[src/rtl/fetch_unit.sv]
// Instruction fetch: owns the PC, issues in-order word requests, buffers returns for decode.
// Latency: request accepted in cycle N, response in N+k, instr_valid from the buffer in N+k+1.
// Backpressure: requests only issue while in-flight plus buffered entries leave a free buffer slot.
module fetch_unit #(
   parameter int                    ADDR_WIDTH = 32,
   parameter int                    DATA_WIDTH = 32,
   parameter logic [ADDR_WIDTH-1:0] RESET_PC   = '0,
   parameter int                    BUF_DEPTH  = 2
) (
   input  logic                  clk,
   input  logic                  rst_n,
   output logic                  imem_req_valid,
   input  logic                  imem_req_ready,
   output logic [ADDR_WIDTH-1:0] imem_req_addr,
   input  logic                  imem_rsp_valid,
   input  logic [DATA_WIDTH-1:0] imem_rsp_data,
   input  logic                  redirect_valid,
   input  logic [ADDR_WIDTH-1:0] redirect_pc,
   output logic                  instr_valid,
   input  logic                  instr_ready,
   output logic [DATA_WIDTH-1:0] instr,
   output logic [ADDR_WIDTH-1:0] instr_pc
);

   localparam int PW = $clog2(BUF_DEPTH);
   localparam int CW = PW + 1;
   typedef logic [CW-1:0] cnt_t;
   localparam logic [CW:0] LP_DEPTH = (CW+1)'(BUF_DEPTH);

   logic [ADDR_WIDTH-1:0] r_pc;
   logic [ADDR_WIDTH-1:0] r_head_pc;
   cnt_t                  r_outstanding;
   cnt_t                  r_drop_cnt;
   cnt_t                  r_count;
   logic [PW-1:0]         r_wr_ptr;
   logic [PW-1:0]         r_rd_ptr;
   logic [DATA_WIDTH-1:0] r_buf [BUF_DEPTH];

   logic                  w_credit;
   logic                  w_accept;
   logic                  w_rsp;
   logic                  w_drop;
   logic                  w_wr;
   logic                  w_pop;
   cnt_t                  w_out_next;
   logic [ADDR_WIDTH-1:0] w_redir_pc;

   // A response slot is reserved at request time, so in-flight plus buffered bounds issue.
   assign w_credit       = ({1'b0, r_outstanding} + {1'b0, r_count}) < LP_DEPTH;
   assign imem_req_valid = rst_n & ~redirect_valid & w_credit;
   assign imem_req_addr  = r_pc;
   assign w_accept       = imem_req_valid & imem_req_ready;

   // Responses with nothing in flight (e.g. left over from before a reset) are ignored.
   assign w_rsp      = imem_rsp_valid & (r_outstanding != '0);
   assign w_drop     = w_rsp & (r_drop_cnt != '0);
   assign w_wr       = w_rsp & ~w_drop & ~redirect_valid;
   assign w_out_next = r_outstanding + cnt_t'(w_accept) - cnt_t'(w_rsp);
   assign w_redir_pc = redirect_pc & ~ADDR_WIDTH'(3);

   assign instr_valid = rst_n & (r_count != '0);
   assign instr       = r_buf[r_rd_ptr];
   assign instr_pc    = r_head_pc;
   assign w_pop       = instr_valid & instr_ready & ~redirect_valid;

   // PC, counters and buffer pointers; a redirect flushes and marks every in-flight request stale.
   always_ff @(posedge clk) begin
      if (!rst_n) begin
         r_pc          <= RESET_PC;
         r_head_pc     <= RESET_PC;
         r_outstanding <= '0;
         r_drop_cnt    <= '0;
         r_count       <= '0;
         r_wr_ptr      <= '0;
         r_rd_ptr      <= '0;
      end else if (redirect_valid) begin
         r_pc          <= w_redir_pc;
         r_head_pc     <= w_redir_pc;
         r_outstanding <= w_out_next;
         r_drop_cnt    <= w_out_next;
         r_count       <= '0;
         r_wr_ptr      <= '0;
         r_rd_ptr      <= '0;
      end else begin
         r_outstanding <= w_out_next;
         if (w_accept) r_pc <= r_pc + ADDR_WIDTH'(4);
         if (w_drop)   r_drop_cnt <= r_drop_cnt - cnt_t'(1);
         if (w_wr)     r_wr_ptr <= r_wr_ptr + PW'(1);
         if (w_pop) begin
            r_rd_ptr  <= r_rd_ptr + PW'(1);
            r_head_pc <= r_head_pc + ADDR_WIDTH'(4);
         end
         r_count <= r_count + cnt_t'(w_wr) - cnt_t'(w_pop);
      end
   end

   // Instruction storage; contents need no reset since r_count gates visibility.
   always_ff @(posedge clk) begin
      if (w_wr) r_buf[r_wr_ptr] <= imem_rsp_data;
   end

   // Credit accounting must never let a response land in a full buffer.
   always_ff @(posedge clk) begin
      if (rst_n && w_wr) assert (r_count != cnt_t'(BUF_DEPTH));
   end

endmodule

[config.mk]
export PLATFORM = sky130hd
export DESIGN_NAME = fetch_unit
export DESIGN_NICKNAME = d
export VERILOG_FILES = /design/src/rtl/fetch_unit.sv
export SDC_FILE = /design/constraint.sdc
export NUM_CORES = 1
export LEC_CHECK = 0
export CORE_ASPECT_RATIO = 0.6
export CORE_MARGIN = 3
export CORE_UTILIZATION = 49
export DETAILED_ROUTE_END_ITERATION = 10
export GPL_TIMING_DRIVEN = 0
export HOLD_SLACK_MARGIN = 0.02
export PLACE_DENSITY = 0.79
export SETUP_SLACK_MARGIN = 0.5
export SYNTH_ARGS = -nofsm -noshare
export SYNTH_HDL_FRONTEND = slang
export SYNTH_SLANG_ARGS = --single-unit
export TNS_END_PERCENT = 5
[constraint.sdc]
create_clock -name clk -period 10.3 [get_ports clk]
set_clock_uncertainty 0.2 [all_clocks]
set_input_delay 1.545 -clock clk [delete_from_list [all_inputs] [get_ports clk]]
set_output_delay 1.545 -clock clk [all_outputs]
set_load 0.03 [all_outputs]
==> summary.md, run 1 <==
| Metric | Value |
|---|---|
| Number of inserted filler cells in the final layout | 907 |
| Placed cells | 925 |
| Routed wire per std cell | 21.1 um |
| Post-detailed-routing wire length | 20.2 mm |
| Most area-consuming cells after synthesis | sky130_fd_sc_hd__edfxtp_1 30%, sky130_fd_sc_hd__dfxtp_1 22%, sky130_fd_sc_hd__mux2_2 5.7% |
| Number of max-cap violations | 0 |
| Setup violations, final | 0 |
| Number of flops mapped to enable cells by yosys | 64 |
| Resized Gates After CTS | 0 |
| Worst path depth | 5 |
| Inserted Diodes | 0 |
| Combinational share of power | 18.1% |
| Number of cells on the worst reg-to-reg path | 13 |
| TritonCTS Buffers | 17 |
| Post-detail-place hpwl | 14.7 mm |
| Starting density of the core | 51.3% |
| Worst setup EP type | output port |
| Clock-pin slew on the worst setup and hold paths | 60 ps |
| Most common library cell in the layout ignoring fill and taps | sky130_fd_sc_hd__clkdlybuf4s50_1 |
| Top cell type by total area after synthesis | sky130_fd_sc_hd__edfxtp_1 |
| Setup repair after global routing missed its margin | false |
| Fraction of layout instances using a drive strength above 1 | 10.3% |
| Remaining Overflow, GRT | 0 |
| Post-DR vias/cell | 6.17 |
| Clock buffer depth | 2 |
| Peak per-stage delay on the critical path | 690 ps |
| Avg Cell Area, Syn | 10.6 um^2 |
| Number of iterations in the first detailed-routing pass | 6 |
| Via count of the first global-routing pass | 5606 |
| Worst IR drop on VDD | 0.126 mV |
| Number of nets with antenna violations after routing | 0 |
| Critical path, cell by cell | clkdlybuf4s50_1 > buf_2 > inv_1 > nor2_1 > clkdlybuf4s50_1 |
| Capturing element of the worst setup path | instr_valid |
| Count of clock tree sinks | 133 |
| Final worst setup slack | 4950 ps |
| Register bit total from synthesis | 133 |
| Final worst path period share | 51.9% |
| Worst EP arrival | 3600 ps |
| Minimum clock period after layout | 5350 ps |
| Transition time of the tightest slew-check pin | 963 ps |
| Die height | 93.9 um |
| Post-route core utilization | 71.1% |
| CTS tree | built |
| Overall die width | 152 um |
| Clock share of power | 40.4% |
| Clock insertion delay at the later pin of the skew report | 420 ps |
| Number of pins exceeding their max-slew limit in the final report | 0 |
| Cell Rows | 31 |
| Highest Clock Rate | 0.187 GHz |
| Iteration-0 DRC Markers | 838 |
| Final net count | 858 |
| Gate Count Post-Synth | 596 |
| Number of unique standard cell types used by synthesis | 54 |
| Ports | 168 |
| Largest net degree at the start of global routing | 33 |
| Critical Setup Path Class | in2out |
| Sw Share | 28.8% |
| Critical path startpoint | rst_n |
| Setup slack after placement | 5020 ps |
| Class of the worst hold path | reg2reg |
| Antenna violations before repair | 0 |
| Cell occurring most often along the worst timing path | sky130_fd_sc_hd__clkdlybuf4s50_1 |
| Area after DPL | 0.00814 mm^2 |
| Count of endpoints failing hold in the final timing report | 0 |
| Number of buffers and inverters on the critical path | 4 |
| Finished layout cell area | 0.00874 mm^2 |
| Final cell count without fillers | 958 |
| Core Box Area | 0.0123 mm^2 |
| Max stage delay cell, worst path | sky130_fd_sc_hd__clkdlybuf4s50_1 |
| Cell Int Power | 1.08 mW |
| Share of synthesized registers carrying an async set or reset | 0% |
| Worst EP required | 8560 ps |
| First-pass GRT wire length | 30.8 mm |
| Run status | complete, no violations |
| Proportion of power drawn by flip-flops and latches | 41.5% |
| Worst R2R Setup Slack | 6690 ps |
| Total negative slack for setup checks | 0 ps |
| Cell Area, Synth | 0.00630 mm^2 |
| Clock Root Buffer | sky130_fd_sc_hd__clkbuf_16 |
| Main synth FF type | sky130_fd_sc_hd__dfxtp_1 |
| Proportion of netlist area held by the largest area contributor | 30.5% |
| Die footprint | 0.0143 mm^2 |
| Leakage power of the design | 2.95 nW |
| Total net switching power | 0.436 mW |
| Number of warnings printed during yosys synthesis | 0 |
| Pwr per Cell Area | 173 mW/mm^2 |
| Routability-driven placement congestion ratio | 0.950 |
| All-Layer GR Usage | 27.5% |
| Endpoint of the lowest-slack register-to-register path | r_drop_cnt[1] |
| Cell family with the largest share of critical-path delay | buffers and inverters |
| Startpoint of the lowest-slack register-to-register path | r_count[0] |
| DRC errors left | 0 |
| Buffers on Ports | 161 |
| Number of hold buffers added after cts | 0 |
| Sequential element share of the synthesized area | 52.4% |
| H-tree levels | 4 |
| Crit start category | input pin |
| # Post-CTS Setup Buffers | 0 |
| Slew HR | 35.7% |
| Most frequent cells in the layout | 161 x sky130_fd_sc_hd__clkdlybuf4s50_1, 69 x sky130_fd_sc_hd__dfxtp_1, 64 x sky130_fd_sc_hd__edfxtp_1 |
| Critical path fanouts, max | 10 |
| Total number of vias | 5910 |
| Area growth syn-to-layout | 38.7% |
[how the worst min path moves through the flow]
stage	from	to	slack (ps)	depth (start not counted)
floorplan	r_rd_ptr	register	270	2
global placement	r_rd_ptr	r_rd_ptr	290	2
detailed placement	r_rd_ptr	register	300	2
CTS	r_rd_ptr	register	320	2
global route	instr_pc[22]	instr_pc[22]	360	2
finish	r_rd_ptr	register	320	2
[Yosys cell counts (10+ instances only)]
cell                       instances
sky130_fd_sc_hd__nand2_1          32
sky130_fd_sc_hd__edfxtp_1         64
sky130_fd_sc_hd__clkbuf_1         24
sky130_fd_sc_hd__and4_1           11
sky130_fd_sc_hd__mux2_2           32
sky130_fd_sc_hd__xnor2_1          13
sky130_fd_sc_hd__and3_1           10
sky130_fd_sc_hd__a31oi_1          21
sky130_fd_sc_hd__nor4_1           13
sky130_fd_sc_hd__nor2_1           23
sky130_fd_sc_hd__nand4_1          22
sky130_fd_sc_hd__o31ai_1          15
sky130_fd_sc_hd__or4_1            17
sky130_fd_sc_hd__nor3_1           16
sky130_fd_sc_hd__dfxtp_1          69
sky130_fd_sc_hd__o21ai_0          35
sky130_fd_sc_hd__or3_1            10
sky130_fd_sc_hd__nand3_1          24
sky130_fd_sc_hd__xor2_1           11
sky130_fd_sc_hd__inv_1            18
sky130_fd_sc_hd__a21oi_1          24
[power groups by stage]
stage | clock network, mW | logic [mW] | registers [mW]
after floorplan | 0 | 0.124 | 0.660
after global routing | 0.639 | 0.291 | 0.632
after detailed placement | 0 | 0.269 | 0.637
final | 0.612 | 0.273 | 0.628
after global placement | 0 | 0.263 | 0.635
after CTS | 0.615 | 0.271 | 0.626
[flip-flops by register name, indices dropped and copies added (netlist names), named ones only]
register,cells
instr_pc,30
imem_req_addr,30
r_outstanding,2
r_rd_ptr,1
r_drop_cnt,2
r_count,2
r_wr_ptr,1
r_buf,64
[layer usage]
layer | vias to the layer above | share of wire [%] | global-route usage, % | wire [um]
met3 | 39 | 11 | 7.82 | 2250
met4 | 0 | 2.3 | 10.2 | 458
li1 | 2680 | - | - | -
met5 | - | 0 | 0 | 0
met1 | 2820 | 44 | 39.4 | 8900
met2 | 371 | 42 | 39.8 | 8570
[area by class of cell]
cell class / count / area, um^2 / area share (%)
clock inverter: 15 / 170 / 1.95
tap: 165 / 206 / 2.36
multi-input combinational: 411 / 2790 / 31.9
clock buffer: 17 / 425 / 4.87
sequential: 133 / 3300 / 37.8
buffer: 37 / 166 / 1.90
inverter: 18 / 67.6 / 0.773
timing repair buffer: 162 / 1620 / 18.5
[worst register-to-register path, delay by kind of cell (launching register included)]
kind,cells,cell delay (ps)
and+or+nand+nor,4,1190
adders and majority gates,3,920
DFF,1,440
buffers and inverters,3,330
xor gates and xnor gates,2,330
AOI/OAI and AO/OA,1,140
[kinds of logic (layout without fill, tap and decap cells)]
kind of cell / after synthesis / count (layout) / share of synthesized area, %
simple gates: 210 / 210 / 19.2
compound gates: 132 / 132 / 13.7
buf+inv: 55 / 249 / 3.71
other cells: 1 / 4 / 0.0595
fa+ha+maj: 8 / 8 / 1.71
flops: 133 / 133 / 52.4
mux: 33 / 33 / 5.88
xor+xnor: 24 / 24 / 3.33
[per-stage QoR]
stage | power (mW) | hold slack, ps
final | 1.51 | 315
after CTS | 1.51 | 320
after detailed placement | 0.906 | 302
after floorplan | 0.785 | 272
after global placement | 0.898 | 287
after global routing | 1.56 | 359
Power figures use the tool's default switching activity.
==> run 2, diff against run 1 <==
--- a/config.mk
+++ b/config.mk
@@ -7,11 +7,11 @@
 export LEC_CHECK = 0
 export CORE_ASPECT_RATIO = 0.6
 export CORE_MARGIN = 3
-export CORE_UTILIZATION = 49
+export CORE_UTILIZATION = 44
 export DETAILED_ROUTE_END_ITERATION = 10
 export GPL_TIMING_DRIVEN = 0
 export HOLD_SLACK_MARGIN = 0.02
-export PLACE_DENSITY = 0.79
+export PLACE_DENSITY = 0.75
 export SETUP_SLACK_MARGIN = 0.5
 export SYNTH_ARGS = -nofsm -noshare
 export SYNTH_HDL_FRONTEND = slang
==> constraint.sdc (replaced) <==
create_clock -name clk -period 4.57 [get_ports clk]
set_clock_uncertainty 0.2 [all_clocks]
set_input_delay 0.6855 -clock clk [delete_from_list [all_inputs] [get_ports clk]]
set_output_delay 0.6855 -clock clk [all_outputs]
set_load 0.03 [all_outputs]
==> summary.md, run 2 (synthesis gave the netlist of run 1 again) <==
| Metric | Value |
|---|---|
| Clock buffer depth | 2 |
| Post-route core utilization | 63.2% |
| Number of buffers and inverters on the critical path | 5 |
| Capturing element of the worst setup path | r_count[1] |
| Starting density of the core | 45.6% |
| Max reg flops | 64 |
| Clock insertion delay at the later pin of the skew report | 410 ps |
| Antenna violations before repair | 0 |
| Slew HR | 7.91% |
| Count of clock tree sinks | 133 |
| Setup slack after placement | 535 ps |
| Post-DR vias/cell | 5.91 |
| Die height | 98.7 um |
| Leakage power of the design | 2.94 nW |
| Worst EP arrival | 3800 ps |
| Post-detailed-routing wire length | 20.1 mm |
| Total number of vias | 5813 |
| Count of endpoints failing hold in the final timing report | 0 |
| Cell Int Power | 2.41 mW |
| Worst R2R Setup Slack | 940 ps |
| Finished layout cell area | 0.00875 mm^2 |
| Crit start category | input pin |
| Setup repair after global routing missed its margin | false |
| Number of nets with antenna violations after routing | 0 |
| Critical path, cell by cell | clkdlybuf4s50_1 > clkbuf_1 > clkbuf_1 > buf_1 > nor2_1 > ha_1 > inv_1 > ha_1 > xor2_1 > xnor2_1 > nor2_1 |
| Clock-pin slew on the worst setup and hold paths | 60 ps |
| Startpoint of the lowest-slack register-to-register path | r_count[0] |
| Combinational share of power | 18.3% |
| Most common library cell in the layout ignoring fill and taps | sky130_fd_sc_hd__clkdlybuf4s50_1 |
| Die footprint | 0.0158 mm^2 |
| Core Box Area | 0.0138 mm^2 |
| Ports | 168 |
| CTS tree | built |
| Resized Gates After CTS | 0 |
| Area growth syn-to-layout | 38.8% |
| Class of the worst hold path | reg2reg |
| Pwr per Cell Area | 383 mW/mm^2 |
| Worst setup EP type | register |
| Cell family with the largest share of critical-path delay | buffers and inverters |
| All-Layer GR Usage | 25.3% |
| Clock share of power | 39.5% |
| Routability-driven placement congestion ratio | 0.971 |
| Minimum clock period after layout | 3720 ps |
| Clock Root Buffer | sky130_fd_sc_hd__clkbuf_16 |
| Critical Setup Path Class | in2reg |
| DRC errors left | 0 |
| Critical path startpoint | redirect_valid |
| Transition time of the tightest slew-check pin | 1370 ps |
| Buffers on Ports | 161 |
| Highest Clock Rate | 0.269 GHz |
| Post-detail-place hpwl | 15.1 mm |
| Iteration-0 DRC Markers | 696 |
| Critical path fanouts, max | 10 |
| Max stage delay cell, worst path | sky130_fd_sc_hd__clkdlybuf4s50_1 |
| Worst IR drop on VDD | 0.248 mV |
| Reg area | 0.00330 mm^2 |
| Total net switching power | 0.942 mW |
| Number of cells on the worst reg-to-reg path | 13 |
| H-tree levels | 4 |
| Number of iterations in the first detailed-routing pass | 5 |
| Via count of the first global-routing pass | 5471 |
| Number of hold buffers added after cts | 0 |
| Number of pins exceeding their max-slew limit in the final report | 0 |
| TritonCTS Buffers | 17 |
| Run status | complete, no violations |
| Sw Share | 28.1% |
| Routed wire per std cell | 20.4 um |
| Final worst setup slack | 851 ps |
| # Post-CTS Setup Buffers | 0 |
| Setup violations, final | 0 |
| Number of inserted filler cells in the final layout | 1126 |
| Proportion of power drawn by flip-flops and latches | 42.2% |
| Number of max-cap violations | 0 |
| Largest net degree at the start of global routing | 33 |
| Worst path depth | 11 |
| Inserted Diodes | 0 |
| Register bank with the most flops | r_buf |
| Area taken by multi-input logic gates | 0.00279 mm^2 |
| Remaining Overflow, GRT | 0 |
| Placed cells | 952 |
| Overall die width | 161 um |
| Cell Rows | 33 |
| Most frequent cells in the layout | 161 x sky130_fd_sc_hd__clkdlybuf4s50_1, 69 x sky130_fd_sc_hd__dfxtp_1, 64 x sky130_fd_sc_hd__edfxtp_1 |
| Fraction of layout instances using a drive strength above 1 | 9.97% |
| Final cell count without fillers | 984 |
| First-pass GRT wire length | 31.0 mm |
| Area after DPL | 0.00818 mm^2 |
| Final net count | 857 |
| Final worst hold slack | 312 ps |
| Final worst path period share | 81.4% |
| Worst EP required | 4650 ps |
| Peak per-stage delay on the critical path | 580 ps |
| Endpoint of the lowest-slack register-to-register path | r_drop_cnt[1] |
[run 2: final cells by class]
type / instances / share of cell area [%]
buffer: 37 / 1.90
sequential: 133 / 37.8
multi-input combinational: 411 / 31.9
tap: 192 / 2.75
inverter: 18 / 0.772
timing repair buffer: 161 / 18.4
clock buffer: 22 / 5.45
clock inverter: 10 / 1.10
[run 2: power groups by stage]
stage          sequential (mW)  combinational, mW  clock [mW]
4_1_cts                   1.41              0.613        1.34
5_1_grt                   1.42              0.657        1.39
6_report                  1.41              0.613        1.32
3_3_place_gp              1.43              0.595           0
3_5_place_dp              1.43              0.608           0
2_1_floorplan             1.49              0.281           0
[run 2: worst min path at each step]
stage,startpoint,end,slack (ps),cells after the start
detailed placement,r_rd_ptr,register,310,2
global placement,r_rd_ptr,r_rd_ptr,290,2
floorplan,r_rd_ptr,register,270,2
global route,r_rd_ptr,register,340,2
CTS,r_rd_ptr,register,320,2
finish,r_rd_ptr,register,310,2
[run 2: per-layer routing]
layer  up-vias  GRT usage, %  part of all wire, %
li1       2660             -                    -
met1      2792          37.0                   45
met2       329          35.5                   42
met3        32          8.48                   12
met4         0          7.13                  1.5
met5         -             0                    0
[run 2: per-stage QoR]
| step | setup TNS (ps) | total power [mW] |
|---|---|---|
| floorplan | 0 | 1.77 |
| CTS | 0 | 3.36 |
| finish | 0 | 3.35 |
| detailed placement | 0 | 2.04 |
| global route | 0 | 3.47 |
| global placement | -18870 | 2.03 |
[run 2: worst register-to-register path, stage by stage (launching register included)]
cell,delay (ps)
sky130_fd_sc_hd__dfxtp_1,450
sky130_fd_sc_hd__and2_1,180
sky130_fd_sc_hd__fa_1,440
sky130_fd_sc_hd__or3b_2,470
sky130_fd_sc_hd__buf_2,200
sky130_fd_sc_hd__nor2_1,480
sky130_fd_sc_hd__inv_1,120
sky130_fd_sc_hd__ha_1,300
sky130_fd_sc_hd__inv_1,40
sky130_fd_sc_hd__ha_1,170
sky130_fd_sc_hd__xnor2_1,160
sky130_fd_sc_hd__xnor2_1,150
sky130_fd_sc_hd__nand2_1,70
sky130_fd_sc_hd__a21oi_1,140
==> run 3, diff against run 2 <==
==> constraint.sdc (replaced) <==
create_clock -name clk -period 3.2 [get_ports clk]
set_clock_uncertainty 0.2 [all_clocks]
set_input_delay 0.48 -clock clk [delete_from_list [all_inputs] [get_ports clk]]
set_output_delay 0.48 -clock clk [all_outputs]
set_load 0.03 [all_outputs]
==> summary.md, run 3 (synthesis gave the netlist of run 1 again) <==
| Metric | Value |
|---|---|
| Routed length on met1 | 9.58 mm |
| Highest Clock Rate | 0.334 GHz |
| Ports | 168 |
| Max reg flops | 64 |
| Transition time of the tightest slew-check pin | 1060 ps |
| Final worst path period share | 93.5% |
| Pwr per Cell Area | 566 mW/mm^2 |
| Most frequent cells in the layout | 158 x sky130_fd_sc_hd__clkdlybuf4s50_1, 65 x sky130_fd_sc_hd__dfxtp_1, 64 x sky130_fd_sc_hd__edfxtp_1 |
| Number of inserted filler cells in the final layout | 1078 |
| Core Box Area | 0.0138 mm^2 |
| Routed wire per std cell | 21.1 um |
| Run status | complete, no violations |
| Number of max-cap violations | 0 |
| Clock-pin slew on the worst setup and hold paths | 60 ps |
| DRC errors left | 0 |
| Die footprint | 0.0158 mm^2 |
| Number of iterations in the first detailed-routing pass | 8 |
| Worst EP required | 3340 ps |
| Fraction of layout instances using a drive strength above 1 | 14.7% |
| Remaining Overflow, GRT | 0 |
| Final worst hold slack | 323 ps |
| First-pass GRT wire length | 31.7 mm |
| CTS tree | built |
| Area growth syn-to-layout | 43.6% |
| Register bank with the most flops | r_buf |
| Worst IR drop on VDD | 0.392 mV |
| Post-DR vias/cell | 5.97 |
| Class of the worst hold path | reg2reg |
| Clock insertion delay at the later pin of the skew report | 410 ps |
| Antenna violations before repair | 0 |
| Area after DPL | 0.00819 mm^2 |
| Post-detail-place hpwl | 15.2 mm |
| Largest net degree at the start of global routing | 33 |
| TritonCTS Buffers | 17 |
| Cell Rows | 33 |
| Clock buffer depth | 2 |
| Length of routed met2 wiring | 8.99 mm |
| Post-detailed-routing wire length | 21.1 mm |
| Worst EP arrival | 3130 ps |
| H-tree levels | 4 |
| Worst setup EP type | register |
| Total number of vias | 5961 |
| All-Layer GR Usage | 25.6% |
| Slew HR | 28.6% |
| Leakage power of the design | 3.07 nW |
| Starting density of the core | 45.6% |
| Most common library cell in the layout ignoring fill and taps | sky130_fd_sc_hd__clkdlybuf4s50_1 |
| Critical path fanouts, max | 6 |
| Setup repair after global routing missed its margin | true |
| Die height | 98.7 um |
| Number of hold buffers added after cts | 0 |
| Placed cells | 952 |
| Finished layout cell area | 0.00905 mm^2 |
| Buffers on Ports | 161 |
| Total length of routed met3 wires | 2.09 mm |
| Setup violations, final | 0 |
| Final cell count without fillers | 998 |
| Via count of the first global-routing pass | 5640 |
| Number of nets with antenna violations after routing | 0 |
| Minimum clock period after layout | 2990 ps |
| Overall die width | 161 um |
| Number of pins exceeding their max-slew limit in the final report | 0 |
| Critical Setup Path Class | reg2reg |
| Setup slack after placement | -632 ps |
| Count of endpoints failing hold in the final timing report | 0 |
| Iteration-0 DRC Markers | 749 |
| Final worst setup slack | 206 ps |
| Clock Root Buffer | sky130_fd_sc_hd__clkbuf_16 |
| Crit start category | register |
| Final net count | 870 |
| Uppermost layer routed | met4 |
| Routability-driven placement congestion ratio | 0.945 |
| Count of clock tree sinks | 133 |
==> run 3: cell count changes in the layout (fill, tap and decap cells not counted), moves of 3 or more <==
cell,change
sky130_fd_sc_hd__bufinv_16,+3
sky130_fd_sc_hd__clkdlybuf4s50_1,-3
sky130_fd_sc_hd__dfxtp_2,+3
sky130_fd_sc_hd__dfxtp_1,-4
sky130_fd_sc_hd__nor4_1,-3
sky130_fd_sc_hd__buf_1,-4
sky130_fd_sc_hd__nor4_2,+3
sky130_fd_sc_hd__clkbuf_4,+4
sky130_fd_sc_hd__buf_4,+11
==> run 3: metal layers <==
| layer | vias to the layer above | global-route usage, % |
|---|---|---|
| met1 | 2878 | 38.5 |
| met2 | 352 | 36.1 |
| met5 | - | 0 |
| met3 | 39 | 6.59 |
| met4 | 0 | 8.00 |
| li1 | 2692 | - |
==> run 3: timing repair <==
action / 4_1_cts / 5_1_grt
pin swaps: 8 / 7
setup endpoints to repair: 124 / 115
setup buffers: 9 / 3
gates resized for setup: 24 / 21
cloned: 1 / 0
==> run 3: final timing paths <==
check                           slack (ps)  startpoint            end  depth (start not counted)
worst max register to register         210  r_count[0]  r_drop_cnt[1]                         13
worst min register to register         320    r_rd_ptr       r_rd_ptr                          2
worst max-delay path                   210  r_count[0]  r_drop_cnt[1]                         13
worst min-delay path                   320    r_rd_ptr       r_rd_ptr                          2
==> run 3: final cells by class <==
cell class | count | area, um^2 | share of cell area (%)
Tap cell | 192 | 240 | 2.65
Sequential cell | 133 | 3310 | 36.6
Multi-Input combinational cell | 412 | 2910 | 32.2
Timing Repair Buffer | 173 | 1710 | 18.9
Antenna cell | 1 | 2.50 | 0.0276
Clock buffer | 20 | 437 | 4.82
Clock inverter | 12 | 180 | 1.99
Inverter | 18 | 67.6 | 0.746
Buffer | 37 | 198 | 2.18
==> run 3: report_power, final <==
group / internal, mW / switching [mW]
Clock: 1.31 / 0.754
Sequential: 1.91 / 0.120
Combinational: 0.475 / 0.551
Total: 3.70 / 1.42
==> run 3: worst max-delay path: stages (launching register included) <==
cell,delay (ps)
sky130_fd_sc_hd__dfxtp_4,340
sky130_fd_sc_hd__and2_4,150
sky130_fd_sc_hd__fa_1,490
sky130_fd_sc_hd__or3b_4,420
sky130_fd_sc_hd__buf_6,140
sky130_fd_sc_hd__nor2_4,90
sky130_fd_sc_hd__inv_2,60
sky130_fd_sc_hd__ha_4,250
sky130_fd_sc_hd__inv_2,40
sky130_fd_sc_hd__ha_4,170
sky130_fd_sc_hd__xnor2_4,140
sky130_fd_sc_hd__xnor2_2,210
sky130_fd_sc_hd__nand2_1,100
sky130_fd_sc_hd__a21oi_2,120
==> run 3: through the flow <==
step	power [mW]	setup TNS, ps	util (%)
floorplan	2.54	0	-
global placement	2.90	-55600	59.2
detailed placement	2.93	-24310	59.2
CTS	5.04	0	64.6
global route	5.29	0	65.4
finish	5.12	0	65.5
